==> config.mk <==
export PLATFORM = sky130hd
export DESIGN_NAME = pipe_hazard_unit
export DESIGN_NICKNAME = d
export VERILOG_FILES = /design/src/rtl/hazard_pkg.sv /design/src/rtl/fwd_operand_mux.sv /design/src/rtl/pipe_hazard_unit.sv
export SDC_FILE = /design/constraint.sdc
export NUM_CORES = 1
export LEC_CHECK = 0
export CAP_MARGIN = 20
export CORE_AREA = 2 2 184 186
export CTS_CLUSTER_SIZE = 8
export DETAILED_ROUTE_END_ITERATION = 16
export DIE_AREA = 0 0 186 188
export SETUP_SLACK_MARGIN = 0.3
export SYNTH_ARGS = -nofsm -noshare
export SYNTH_HDL_FRONTEND = slang
export SYNTH_SLANG_ARGS = --single-unit
==> constraint.sdc <==
create_clock -name clk -period 3.97 [get_ports clk]
set_input_delay 0.397 -clock clk [delete_from_list [all_inputs] [get_ports clk]]
set_output_delay 0.397 -clock clk [all_outputs]
set_load 0.03 [all_outputs]
==> src/rtl/hazard_pkg.sv <==
// Shared types for the LEGv8 forwarding/hazard unit: tracker entry layout and
// forward-select encoding helpers.
package hazard_pkg;

  // Wide enough for any practical register-address width; rd is zero-extended into it.
  localparam int ENTRY_RD_W = 8;
  localparam int FWD_SEL_RF = 0;

  typedef struct packed {
    logic                  valid;
    logic                  regwrite;
    logic                  memread;
    logic [ENTRY_RD_W-1:0] rd;
  } stage_entry_t;

  function automatic int fwd_sel_width(input int stages);
    return $clog2(stages + 1);
  endfunction

endpackage

==> src/rtl/fwd_operand_mux.sv <==
// Per-operand forwarding select: youngest matching in-flight writer wins,
// otherwise the regfile value; XZR always reads as zero.
module fwd_operand_mux
  import hazard_pkg::*;
#(
  parameter int DATA_W     = 64,
  parameter int ADDR_W     = 5,
  parameter int ZERO_REG   = 31,
  parameter int FWD_STAGES = 3,
  localparam int SEL_W     = fwd_sel_width(FWD_STAGES)
) (
  input  logic [ADDR_W-1:0]            src,
  input  logic                         src_used,
  input  stage_entry_t [FWD_STAGES-1:0] entries,
  input  logic [FWD_STAGES*DATA_W-1:0] stage_result,
  input  logic [DATA_W-1:0]            rf_rdata,
  output logic [DATA_W-1:0]            op,
  output logic [SEL_W-1:0]             sel,
  output logic                         load_hit
);

  logic [FWD_STAGES-1:0] match;
  logic                  is_zero;
  logic                  found;

  assign is_zero  = (src == ADDR_W'(ZERO_REG));
  assign load_hit = match[0] & entries[0].memread;

  always_comb begin
    match = '0;
    for (int i = 0; i < FWD_STAGES; i++) begin
      match[i] = entries[i].valid & entries[i].regwrite &
                 (entries[i].rd == ENTRY_RD_W'(src)) & ~is_zero & src_used;
    end
  end

  // A load sitting in EX has no data yet, so its stage-0 match is skipped.
  always_comb begin
    op    = rf_rdata;
    sel   = SEL_W'(FWD_SEL_RF);
    found = 1'b0;
    for (int i = 0; i < FWD_STAGES; i++) begin
      if (!found && match[i] && !(i == 0 && load_hit)) begin
        found = 1'b1;
        sel   = SEL_W'(i + 1);
        op    = stage_result[i*DATA_W +: DATA_W];
      end
    end
    if (is_zero) begin
      op  = '0;
      sel = SEL_W'(FWD_SEL_RF);
    end
  end

endmodule

==> src/rtl/pipe_hazard_unit.sv <==
// Forwarding + load-use hazard unit for the pipelined LEGv8 core.
// Optional counters stall_cnt/fwd_cnt are built when HAZARD_STATS_EN is defined.
module pipe_hazard_unit
  import hazard_pkg::*;
#(
  parameter int DATA_W     = 64,
  parameter int ADDR_W     = 5,
  parameter int ZERO_REG   = 31,
  parameter int FWD_STAGES = 3,
  localparam int SEL_W     = fwd_sel_width(FWD_STAGES)
) (
  input  logic                         clk,
  input  logic                         reset,
  input  logic                         id_valid,
  input  logic [ADDR_W-1:0]            id_rs1,
  input  logic [ADDR_W-1:0]            id_rs2,
  input  logic                         id_rs1_used,
  input  logic                         id_rs2_used,
  input  logic [ADDR_W-1:0]            id_rd,
  input  logic                         id_regwrite,
  input  logic                         id_memread,
  input  logic                         flush,
  input  logic [DATA_W-1:0]            rf_rdata1,
  input  logic [DATA_W-1:0]            rf_rdata2,
  input  logic [FWD_STAGES*DATA_W-1:0] stage_result,
  output logic [DATA_W-1:0]            op_a,
  output logic [DATA_W-1:0]            op_b,
  output logic [SEL_W-1:0]             fwd_sel_a,
  output logic [SEL_W-1:0]             fwd_sel_b,
  output logic                         stall,
  output logic                         cbz_zero
`ifdef HAZARD_STATS_EN
  ,
  output logic [31:0]                  stall_cnt,
  output logic [31:0]                  fwd_cnt
`endif
);

  stage_entry_t [FWD_STAGES-1:0] tracker;
  logic                          load_hit_a;
  logic                          load_hit_b;

  assign stall    = id_valid & (load_hit_a | load_hit_b);
  assign cbz_zero = (op_b == '0);

  // Flush or stall turns the instruction entering EX into a bubble.
  always_ff @(posedge clk or posedge reset) begin
    if (reset) begin
      tracker <= '0;
    end else begin
      if (id_valid && !stall && !flush) begin
        tracker[0] <= '{valid: 1'b1, regwrite: id_regwrite, memread: id_memread,
                        rd: ENTRY_RD_W'(id_rd)};
      end else begin
        tracker[0] <= '0;
      end
      for (int i = 1; i < FWD_STAGES; i++) begin
        tracker[i] <= tracker[i-1];
      end
    end
  end

  fwd_operand_mux #(
    .DATA_W(DATA_W), .ADDR_W(ADDR_W), .ZERO_REG(ZERO_REG), .FWD_STAGES(FWD_STAGES)
  ) u_fwd_a (
    .src(id_rs1), .src_used(id_rs1_used), .entries(tracker), .stage_result(stage_result),
    .rf_rdata(rf_rdata1), .op(op_a), .sel(fwd_sel_a), .load_hit(load_hit_a)
  );

  fwd_operand_mux #(
    .DATA_W(DATA_W), .ADDR_W(ADDR_W), .ZERO_REG(ZERO_REG), .FWD_STAGES(FWD_STAGES)
  ) u_fwd_b (
    .src(id_rs2), .src_used(id_rs2_used), .entries(tracker), .stage_result(stage_result),
    .rf_rdata(rf_rdata2), .op(op_b), .sel(fwd_sel_b), .load_hit(load_hit_b)
  );

`ifdef HAZARD_STATS_EN
  always_ff @(posedge clk or posedge reset) begin
    if (reset) begin
      stall_cnt <= '0;
      fwd_cnt   <= '0;
    end else begin
      if (stall && stall_cnt != '1) stall_cnt <= stall_cnt + 32'd1;
      if ((fwd_sel_a != '0 || fwd_sel_b != '0) && fwd_cnt != '1) fwd_cnt <= fwd_cnt + 32'd1;
    end
  end
`endif

endmodule

After elaboration in Yosys (flattened, before gate mapping)
Index checks and enable logic that the tools add are counted.
- multiplexer cells: 21
- bitwise logic cells: 27
- reduce and logical (&&, ||, !) cells: 17
- equal/unequal tests: 8
- operator list (kind ; count):
    $mux 64 ; 8
    $logic_not 64->1 ; 1
    $eq 8x5->1 ; 6
    $and 1x1->1 ; 24
    $mux 2 ; 6
    $mux 11 ; 1
    $eq 5x5->1 const B ; 2
    $logic_and 1x1->1 ; 8
    $logic_not 1->1 ; 8
    $mux 1 ; 6
    $not 1->1 ; 2
    $or 1x1->1 ; 1
- bits of input ports: 343
- flip-flop bits (word level): 31
- output and inout bits: 134

Longest topological paths before layout
Gate-level depths: netlist of the first run.
- word-level depth: 16
- depth in mapped cells: 13

Cells and area by module
Synthesis of the first run repeated with hierarchy kept, for this count alone.
- cells, all modules: 740
- area, all modules: 5429.0 µm²
- by module, submodules not included (module ; area an instance (µm²) ; instances ; cells an instance ; sequential area each (µm²)):
    fwd_operand_mux ; 2301.0 ; 2 ; 342 ; 0.0
    pipe_hazard_unit ; 827.0 ; 1 ; 56 ; 600.6

Worst setup path after synthesis of the first run
OpenSTA, ideal clock, no wires.
- path kind: input to output
- start point: input id_rs2[3]
- end point: output cbz_zero
- stages: 12
- setup slack: 0.014 ns
- arrival: 3.559 ns
- data required time: 3.573 ns
- path through: buf_2 > xor2_1 > or4_1 > buf_2 > or4_1 > buf_2 > buf_4 > a221oi_1 > nor4_2 > nand4_1 > nor4b_2 > o2111a_1
- longest elaborated chain between the ends: 16
- elaborated cells on any way between the ends: 28
- ends and longest elaborated chain (item ; line ; text):
    start, declared ; pipe_hazard_unit.sv:16 ; input logic [ADDR_W-1:0] id_rs2,
    $eq 8x5->1 / $eq 5x5->1 (equally long branches) ; fwd_operand_mux.sv:33, fwd_operand_mux.sv:26 ;
    $and 1x1->1 / $not 1->1 (equally long branches) ; fwd_operand_mux.sv:32, fwd_operand_mux.sv:33 ;
    $and 1x1->1 (2 in a row) ; fwd_operand_mux.sv:33 ; (entries[i].rd == ENTRY_RD_W'(src)) & ~is_zero & src_used;
    $and 1x1->1 ; fwd_operand_mux.sv:27 ; assign load_hit = match[0] & entries[0].memread;
    $logic_not 1->1 ; fwd_operand_mux.sv:43 ; if (!found && match[i] && !(i == 0 && load_hit)) begin
    $logic_and 1x1->1 ; fwd_operand_mux.sv:43 ;
    $mux 1 ; fwd_operand_mux.sv:43 ;
    $logic_not 1->1 ; fwd_operand_mux.sv:43 ;
    $logic_and 1x1->1 ; fwd_operand_mux.sv:43 ;
    $mux 1 ; fwd_operand_mux.sv:43 ;
    $logic_not 1->1 ; fwd_operand_mux.sv:43 ;
    $logic_and 1x1->1 ; fwd_operand_mux.sv:43 ;
    $mux 64 ; fwd_operand_mux.sv:43 ;
    $mux 64 * ; fwd_operand_mux.sv:49 ; if (is_zero) begin
    via op_b[46] ; pipe_hazard_unit.sv:27 ; output logic [DATA_W-1:0] op_b,
    $logic_not 64->1 * ; pipe_hazard_unit.sv:44 ; assign cbz_zero = (op_b == '0);
    end, declared ; pipe_hazard_unit.sv:31 ; output logic cbz_zero
Mark *: on every way through the listed nets, which the timed path passes. The rest lies on a longest branch.

Final worst setup path of the first run
- start point: register tracker[4] (netlist bit)
- end point: output cbz_zero
- longest elaborated chain between the ends: 16
- elaborated cells on any way between the ends: 18
- ends and longest elaborated chain (item ; line ; text):
    start, declared ; pipe_hazard_unit.sv:39 ; stage_entry_t [FWD_STAGES-1:0] tracker;
    start signal, assigned by index ; pipe_hazard_unit.sv:58 ; tracker[i] <= tracker[i-1];
    $eq 8x5->1 * ; fwd_operand_mux.sv:33 ;
    $and 1x1->1 * ; fwd_operand_mux.sv:32 ; match[i] = entries[i].valid & entries[i].regwrite &
    $and 1x1->1 * (2 in a row) ; fwd_operand_mux.sv:33 ;
    $and 1x1->1 ; fwd_operand_mux.sv:27 ;
    $logic_not 1->1 ; fwd_operand_mux.sv:43 ;
    $logic_and 1x1->1 * ; fwd_operand_mux.sv:43 ;
    $mux 1 ; fwd_operand_mux.sv:43 ;
    $logic_not 1->1 ; fwd_operand_mux.sv:43 ;
    $logic_and 1x1->1 ; fwd_operand_mux.sv:43 ;
    $mux 1 ; fwd_operand_mux.sv:43 ;
    $logic_not 1->1 ; fwd_operand_mux.sv:43 ;
    $logic_and 1x1->1 ; fwd_operand_mux.sv:43 ;
    $mux 64 * ; fwd_operand_mux.sv:43 ;
    $mux 64 * ; fwd_operand_mux.sv:49 ;
    $logic_not 64->1 * ; pipe_hazard_unit.sv:44 ;
Mark *: on every way between the ends. The rest lies on a longest branch, timed or not.

==> flow_summary_export.csv, run 1 <==
group,metric,value,unit
outcome,status,"finished, violations left",
outcome,violations,"negative setup slack",
cts,cts_hold_repair.buffers,0,
synth,synth_cell_types,51,
global_routing,grt_overflow,0,
timing,fin_crit,4.018,ns
layout,largestRegisters,"tracker: 22 flops",
critical_path,timing.rr.start,"tracker[4]",
pwr,power_density,126.5,nW/um^2
global_routing,grt_max_degree,57,
timing,fmaxAchievable,248.9,MHz
critical_path,regToRegSetupSlack,1.78,ns
timing,setup_ws,-0.04802,ns
route,viasPerCell,4.918,
pwr,total_power,1.523,mW
synth,netlist_area,5390,sq um
placed_design,gp_congestion,0.9287,
synth,synth_edf_count,0,
layout,largest_reg_flops,22,
synth,synth_cells,867,
route,wl_per_cell,21.62,um
layout,multi_input_area,4732,sq um
synth,ys_ff_latch,22,
timing,setup_violations,1,
synth,synth_ff_type,"dfrtp_1",
timing,final_max_slew_viol_count,0,
floorplanning,die-area,34970,sq um
critical_path,crit_family,"simple AND/OR/NAND/NOR gates",
cts,clockBufferDepth,2,
route,drc,0,
route,vias,9045,
cts,htreeDepth,1,
critical_path,max_stage_delay,0.54,ns
floorplanning,dieWidth,186,um
route,drt-pass1-iter-count,5,
floorplanning,die_h,188,um
timing,worst_pin_slew,0.8258,ns
synth,seq_area_frac_synth,0.1021,
cts,cts_tree,"done",
pwr,peakVddDrop,0.1610,mV
placed_design,hpwl,30.85,mm
synth,synth.avg_cell_area,6.217,sq um
timing,finalHoldViolations,0,
critical_path,cp_data_required_time,3.57,ns
timing,period_share,1.012,
global_routing,track_usage,0.2125,
route,drt-initial-drc-count,471,
floorplanning,rows,67,
synth,ys_warn_count,0,
pwr,cellLeakagePower,5.239,nW
layout,final_area,12050,sq um
critical_path,cp-start-kind,"flip-flop",
critical_path,crit_buf_inv,4,
placed_design,place_area,11710,sq um
job,cap_violations,0,
critical_path,path_max_fanout,6,
critical_path,reg2reg_depth,6,
synth,synthArstFlopShare,1.000,
cts,clock_latency,0.25,ns
critical_path,critical_path_class,"reg -> out",
critical_path,worstSetupPathDepth,13,
floorplanning,core_area,33110,sq um
layout,layout.filler_cells,3471,
placed_design,portBuffers,476,
timing,rsz0062_at_grt,"true",
critical_path,endpoint_kind,"output port",
global_routing,grt_pass1_wl,56.28,mm
cts,numCtsBuffers,3,
critical_path,r2r-end,"tracker[8]",
placed_design,placed_cells,1825,
critical_path,cp_slowest_cell,"or4_4",
timing,relSlewSlack,0.4482,
synth,synth_nets,1210,
worst_hold_path,hp-class,"reg -> reg",
layout,area_delta_synth_final,123.5,%
critical_path,worstSetupStartpoint,"tracker[4]",
global_routing,grt_pass1_vias,9092,
timing,final.setup_skew,0.001431,ns
layout,regArea,550.5,sq um
cts,cts_sinks,22,
critical_path,critical_path.endpoint,"cbz_zero",
layout,stdcell_count,1839,
layout,layout-drive-gt1-share,0.2275,
cts,root_buffer,"clkbuf_16",
layout,final_nets,1733,
timing,hold_ws,0.3719,ns
critical_path,arrival,3.62,ns
floorplanning,io_pins,477,
route,ant_nets,0,
route,wl,39.76,mm
floorplanning,initial_core_util,0.1628,
critical_path,crit_path_cell_trace,"xor2_1, or4_4, or4_4, buf_12, o21ai_1, a221oi_2, nor4_1, nand4_1, buf_4, nor4b_2, buf_4, o2111a_2, buf_12",
cts,clkTransAtPathRegs,0.06,ns
global_routing,grt_antenna_before_repair,2,
layout,top_register,"tracker",
==> layout make-up <==
cell class | instances | area share
Antenna cell | 2 | 0.0004155
Clock buffer | 4 | 0.007375
Inverter | 18 | 0.005609
Multi-Input combinational cell | 741 | 0.3929
Sequential cell | 22 | 0.04570
Tap cell | 448 | 0.04654
Timing Repair Buffer | 604 | 0.5015
==> report_power, final <==
part / switching, mW / total (mW) / internal [mW]
sequential: 0.00821 / 0.242 / 0.233
clock: 0.0773 / 0.231 / 0.154
combinational: 0.468 / 1.05 / 0.582
total: 0.554 / 1.52 / 0.969
==> per-stage QoR <==
step | worst slack, ns | util | TNS [ns]
3_5_place_dp | -0.6402 | 0.3535 | -2.055
2_1_floorplan | 0.3002 | - | 0
4_1_cts | -0.1139 | 0.3626 | -0.1139
6_report | -0.04802 | 0.3638 | -0.04802
3_3_place_gp | -0.6040 | 0.3535 | -2.041
5_1_grt | -0.2033 | 0.3638 | -0.2033
==> cells by family (layout without fill, tap and decap cells) <==
logic type             after synthesis  after routing  synth area share
AND/OR/NAND/NOR                    339            340            0.2779
flip-flops                          22             22            0.1021
buffers and inverters              105            626           0.07869
AO/OA/AOI/OAI                      302            302            0.3640
multiplexers                        69             69            0.1286
XOR/XNOR                            30             30           0.04875
other                                0              2                 0
==> worst min path at each step <==
stage | cells past startpoint | slack, ns | from | to
floorplan | 0 | 0.35 | tracker[9] | tracker[20]
CTS | 0 | 0.37 | tracker[20] | tracker[31]
global placement | 0 | 0.36 | tracker[21] | tracker[32]
finish | 0 | 0.37 | tracker[20] | tracker[31]
global route | 0 | 0.40 | tracker[9] | tracker[20]
detailed placement | 0 | 0.36 | tracker[20] | tracker[31]
==> repair_timing <==
| action | in CTS | in global routing |
|---|---|---|
| endpoints found under the setup margin | 58 | 41 |
| gates resized for setup | 41 | 16 |
| cloned | 4 | 0 |
| buffers inserted | 3 | 1 |
| pin swaps | 6 | 4 |
==> cells in the final DEF, fill, tap and decap left out, types with 3 or more instances in the layout <==
| cell type | instances |
|---|---|
| nand2_1 | 227 |
| xnor2_1 | 8 |
| o32ai_1 | 8 |
| buf_16 | 3 |
| o21ai_0 | 59 |
| nor2_4 | 3 |
| nor4_1 | 6 |
| o221ai_1 | 42 |
| mux2i_1 | 67 |
| nand4_1 | 10 |
| clkbuf_2 | 3 |
| nand2b_1 | 9 |
| or4_4 | 4 |
| a31oi_1 | 4 |
| o32ai_2 | 4 |
| o32a_1 | 8 |
| and3_1 | 5 |
| dfrtp_1 | 22 |
| a21oi_1 | 77 |
| o22ai_1 | 20 |
| inv_1 | 18 |
| dlygate4sd2_1 | 12 |
| clkbuf_16 | 3 |
| a221oi_2 | 12 |
| a211oi_1 | 3 |
| nor2_1 | 35 |
| clkdlybuf4s50_1 | 338 |
| o21ai_1 | 18 |
| buf_12 | 43 |
| o21ai_2 | 4 |
| o2bb2ai_1 | 18 |
| buf_4 | 198 |
| xor2_1 | 19 |
| dlymetal6s2s_1 | 6 |
| and4_1 | 3 |
| nor4_2 | 4 |
| a21oi_2 | 12 |
| xnor2_2 | 3 |
| and2_1 | 12 |
==> Yosys cell counts (2+ instances only) <==
| master | instances | area share |
|---|---|---|
| nand2_1 | 228 | 0.16 |
| a21oi_1 | 89 | 0.083 |
| mux2i_1 | 67 | 0.12 |
| clkbuf_1 | 66 | 0.046 |
| o21ai_0 | 63 | 0.058 |
| o221ai_1 | 42 | 0.068 |
| nor2_1 | 39 | 0.027 |
| dfrtp_1 | 22 | 0.10 |
| o22ai_1 | 20 | 0.023 |
| xor2_1 | 19 | 0.031 |
| inv_1 | 18 | 0.013 |
| o2bb2ai_1 | 18 | 0.029 |
| o21ai_1 | 16 | 0.015 |
| and2_1 | 12 | 0.014 |
| o32ai_1 | 12 | 0.019 |
| a221oi_1 | 11 | 0.018 |
| xnor2_1 | 11 | 0.018 |
| nand2b_1 | 10 | 0.012 |
| nand4_1 | 10 | 0.012 |
| buf_1 | 9 | 0.0063 |
| buf_2 | 9 | 0.0084 |
| nor4_1 | 9 | 0.010 |
| o32a_1 | 8 | 0.015 |
| and3_1 | 6 | 0.0070 |
| or4_1 | 5 | 0.0070 |
| a31oi_1 | 4 | 0.0046 |
| a211oi_1 | 3 | 0.0042 |
| and4_1 | 3 | 0.0049 |
| nand3_1 | 3 | 0.0028 |
| o21ai_2 | 3 | 0.0049 |
| or3_1 | 3 | 0.0035 |
| a211o_1 | 2 | 0.0033 |
| buf_6 | 2 | 0.0042 |
| mux2_2 | 2 | 0.0042 |
| nor3b_1 | 2 | 0.0028 |
| nor4_2 | 2 | 0.0046 |
| o211ai_1 | 2 | 0.0028 |
| o22a_1 | 2 | 0.0033 |
| o31ai_1 | 2 | 0.0028 |
| or3b_1 | 2 | 0.0033 |
==> layer usage <==
layer | GRT usage | part of all wire | vias up
met5 | 0 | 0 | -
met4 | 0.05209 | 0.023 | 0
met3 | 0.03671 | 0.074 | 68
met2 | 0.3805 | 0.49 | 486
met1 | 0.2608 | 0.41 | 4260
li1 | - | - | 4231
Note: power is estimated with default switching activity, not from simulation.
==> run 2, diff against run 1 <==
--- a/config.mk
+++ b/config.mk
@@ -11,6 +11,8 @@
 export DETAILED_ROUTE_END_ITERATION = 16
 export DIE_AREA = 0 0 186 188
 export SETUP_SLACK_MARGIN = 0.3
+export SKIP_CTS_REPAIR_TIMING = 1
 export SYNTH_ARGS = -nofsm -noshare
 export SYNTH_HDL_FRONTEND = slang
 export SYNTH_SLANG_ARGS = --single-unit
+export TNS_END_PERCENT = 10
==> constraint.sdc (replaced) <==
create_clock -name clk -period 5.1 [get_ports clk]
set_input_delay 0.51 -clock clk [delete_from_list [all_inputs] [get_ports clk]]
set_output_delay 0.51 -clock clk [all_outputs]
set_load 0.03 [all_outputs]
==> run 2 against run 1 <==
  * The run now ends clean
  * Via count down 4.4%
  * Sequential power fell by 22%
  * Worst hold slack improved by 0.00055 ns
  * Clock power fell by 23%
  * Clock skew up 0.00086 ns
  * Largest cell class unchanged
  * Largest power group unchanged
==> flow_summary_export.csv, run 2 (synthesis gave the netlist of run 1 again) <==
group,metric,value,unit
outcome,status,"finished, final reports clean",
global_routing,grt_overflow,0,
route,wl_per_cell,22.02,um
timing,setup-tns-final,0,ns
critical_path,cp_slowest_cell,"clkdlybuf4s50_1",
layout,final_common_cell,"clkdlybuf4s50_1",
layout,largest_reg_flops,22,
route,vias,8644,
cts,root_buffer,"clkbuf_16",
floorplanning,core_area,33110,sq um
layout,utilization,0.3304,
timing,finalHoldViolations,0,
route,ant_nets,0,
route,drt-pass1-iter-count,7,
cts,clkTransAtPathRegs,0.05,ns
critical_path,reg2reg_depth,6,
placed_design,hpwl,29.89,mm
critical_path,cp-start-kind,"input pin",
global_routing,grt_antenna_before_repair,3,
cts,clockBufferDepth,2,
cts,htreeDepth,1,
timing,fin_crit,4.627,ns
job,cap_violations,0,
timing,final.setup_skew,0.002293,ns
pwr,power_density,102.4,nW/um^2
pwr,peakVddDrop,0.1591,mV
global_routing,track_usage,0.2024,
route,viasPerCell,4.939,
layout,top_register,"tracker",
timing,worst_pin_slew,0.8307,ns
critical_path,arrival,4.12,ns
cts,cts_tree,"done",
floorplanning,rows,67,
global_routing,grt_pass1_wl,54.15,mm
critical_path,critical_path_class,"in -> out",
placed_design,portBuffers,476,
floorplanning,die-area,34970,sq um
global_routing,grt_pass1_vias,8525,
route,drc,0,
cts,cts_sinks,22,
route,wl,38.54,mm
critical_path,path_max_fanout,31,
worst_hold_path,hold_depth,0,
placed_design,gp_congestion,0.9293,
layout,final_nets,1644,
floorplanning,initial_core_util,0.1628,
critical_path,max_stage_delay,0.62,ns
cts,numCtsBuffers,3,
critical_path,cp_data_required_time,4.59,ns
critical_path,crit_path_cell_trace,"clkdlybuf4s50_1, and3_1, a31oi_1, buf_4, and3_2, buf_4, nand2b_2, buf_12, o22ai_1, a21oi_1, nor4_1, and4_1, o2111a_1, buf_12",
floorplanning,die_h,188,um
layout,largestRegisters,"tracker: 22 flops",
worst_hold_path,hp-class,"reg -> reg",
layout,layout-drive-gt1-share,0.06769,
floorplanning,io_pins,477,
timing,final_max_slew_viol_count,0,
timing,rsz0062_at_grt,"false",
global_routing,grt_max_degree,67,
pwr,cellLeakagePower,4.417,nW
route,drt-initial-drc-count,504,
layout,area_delta_synth_final,103.0,%
cts,clock_latency,0.25,ns
floorplanning,dieWidth,186,um
critical_path,endpoint_kind,"output port",
timing,period_share,0.9073,
layout,final_cell_mix,"clkdlybuf4s50_1, nand2_1, a21oi_1",
timing,fmaxAchievable,216.1,MHz
layout,layout.filler_cells,3537,
timing,setup_violations,0,
timing,relSlewSlack,0.4456,
run 2: changes by cell type in the layout (fill, tap and decap cells not counted), moves of 4 or more:
cell / before / now
o21ai_0: 59 / 63
o32ai_1: 8 / 12
dlygate4sd2_1: 12 / 0
dlymetal6s2s_1: 6 / 0
a221oi_2: 12 / 1
a21oi_1: 77 / 89
buf_4: 198 / 46
clkdlybuf4s50_1: 338 / 459
o32ai_2: 4 / 0
buf_12: 43 / 10
a221oi_1: 0 / 11
a21oi_2: 12 / 0
run 2: path summary, 6_finish.rpt:
kind                                to  slack, ns        from
hold reg to reg            tracker[20]       0.37  tracker[9]
min in group asynchronous   tracker[0]       0.73       reset
setup / recovery              cbz_zero       0.47   id_rs2[1]
setup reg to reg            tracker[8]       2.64  tracker[0]
max in group asynchronous  tracker[25]       3.86       reset
hold / removal             tracker[20]       0.37  tracker[9]
run 2: power breakdown:
group          total, mW  internal (mW)  switching (mW)
Clock              0.179          0.120          0.0597
Combinational      0.752          0.411           0.341
Sequential         0.189          0.182         0.00693
run 2: area by class of cell:
cell class | instances | area (sq um) | area share
antenna | 2 | 5.005 | 0.0004574
tap | 448 | 560.5 | 0.05123
multi-input combinational | 741 | 4529 | 0.4140
inverter | 18 | 67.56 | 0.006175
sequential | 22 | 550.5 | 0.05031
clock buffer | 4 | 88.84 | 0.008119
timing repair buffer | 515 | 5140 | 0.4698
run 2: per-stage QoR:
stage          power, mW  cells  hold WS [ns]  setup WS, ns  area, sq um
4_1_cts            1.120   1747        0.3731       0.02135        10890
6_report           1.120   1750        0.3724        0.4730        10940
2_1_floorplan     0.4659    867        0.3535        0.9179         5390
5_1_grt            1.174   1750        0.3896        0.3020        10940
3_3_place_gp      0.9389   1743        0.3580        0.1158        10800
3_5_place_dp      0.9358   1743        0.3604       0.03405        10800
run 2: critical path: cells and delay by family:
kind                   cells  cell delay, ns
AO/OA/AOI/OAI              4            0.77
AND/OR/NAND/NOR            5            1.38
buffers and inverters      5            1.38
run 2: layer usage:
layer / up-vias / track usage / wire (um)
li1: 4059 / - / -
met1: 4081 / 0.2578 / 15960
met2: 456 / 0.3590 / 19020
met3: 46 / 0.03088 / 2959
met4: 2 / 0.03876 / 582
met5: - / 0 / 16
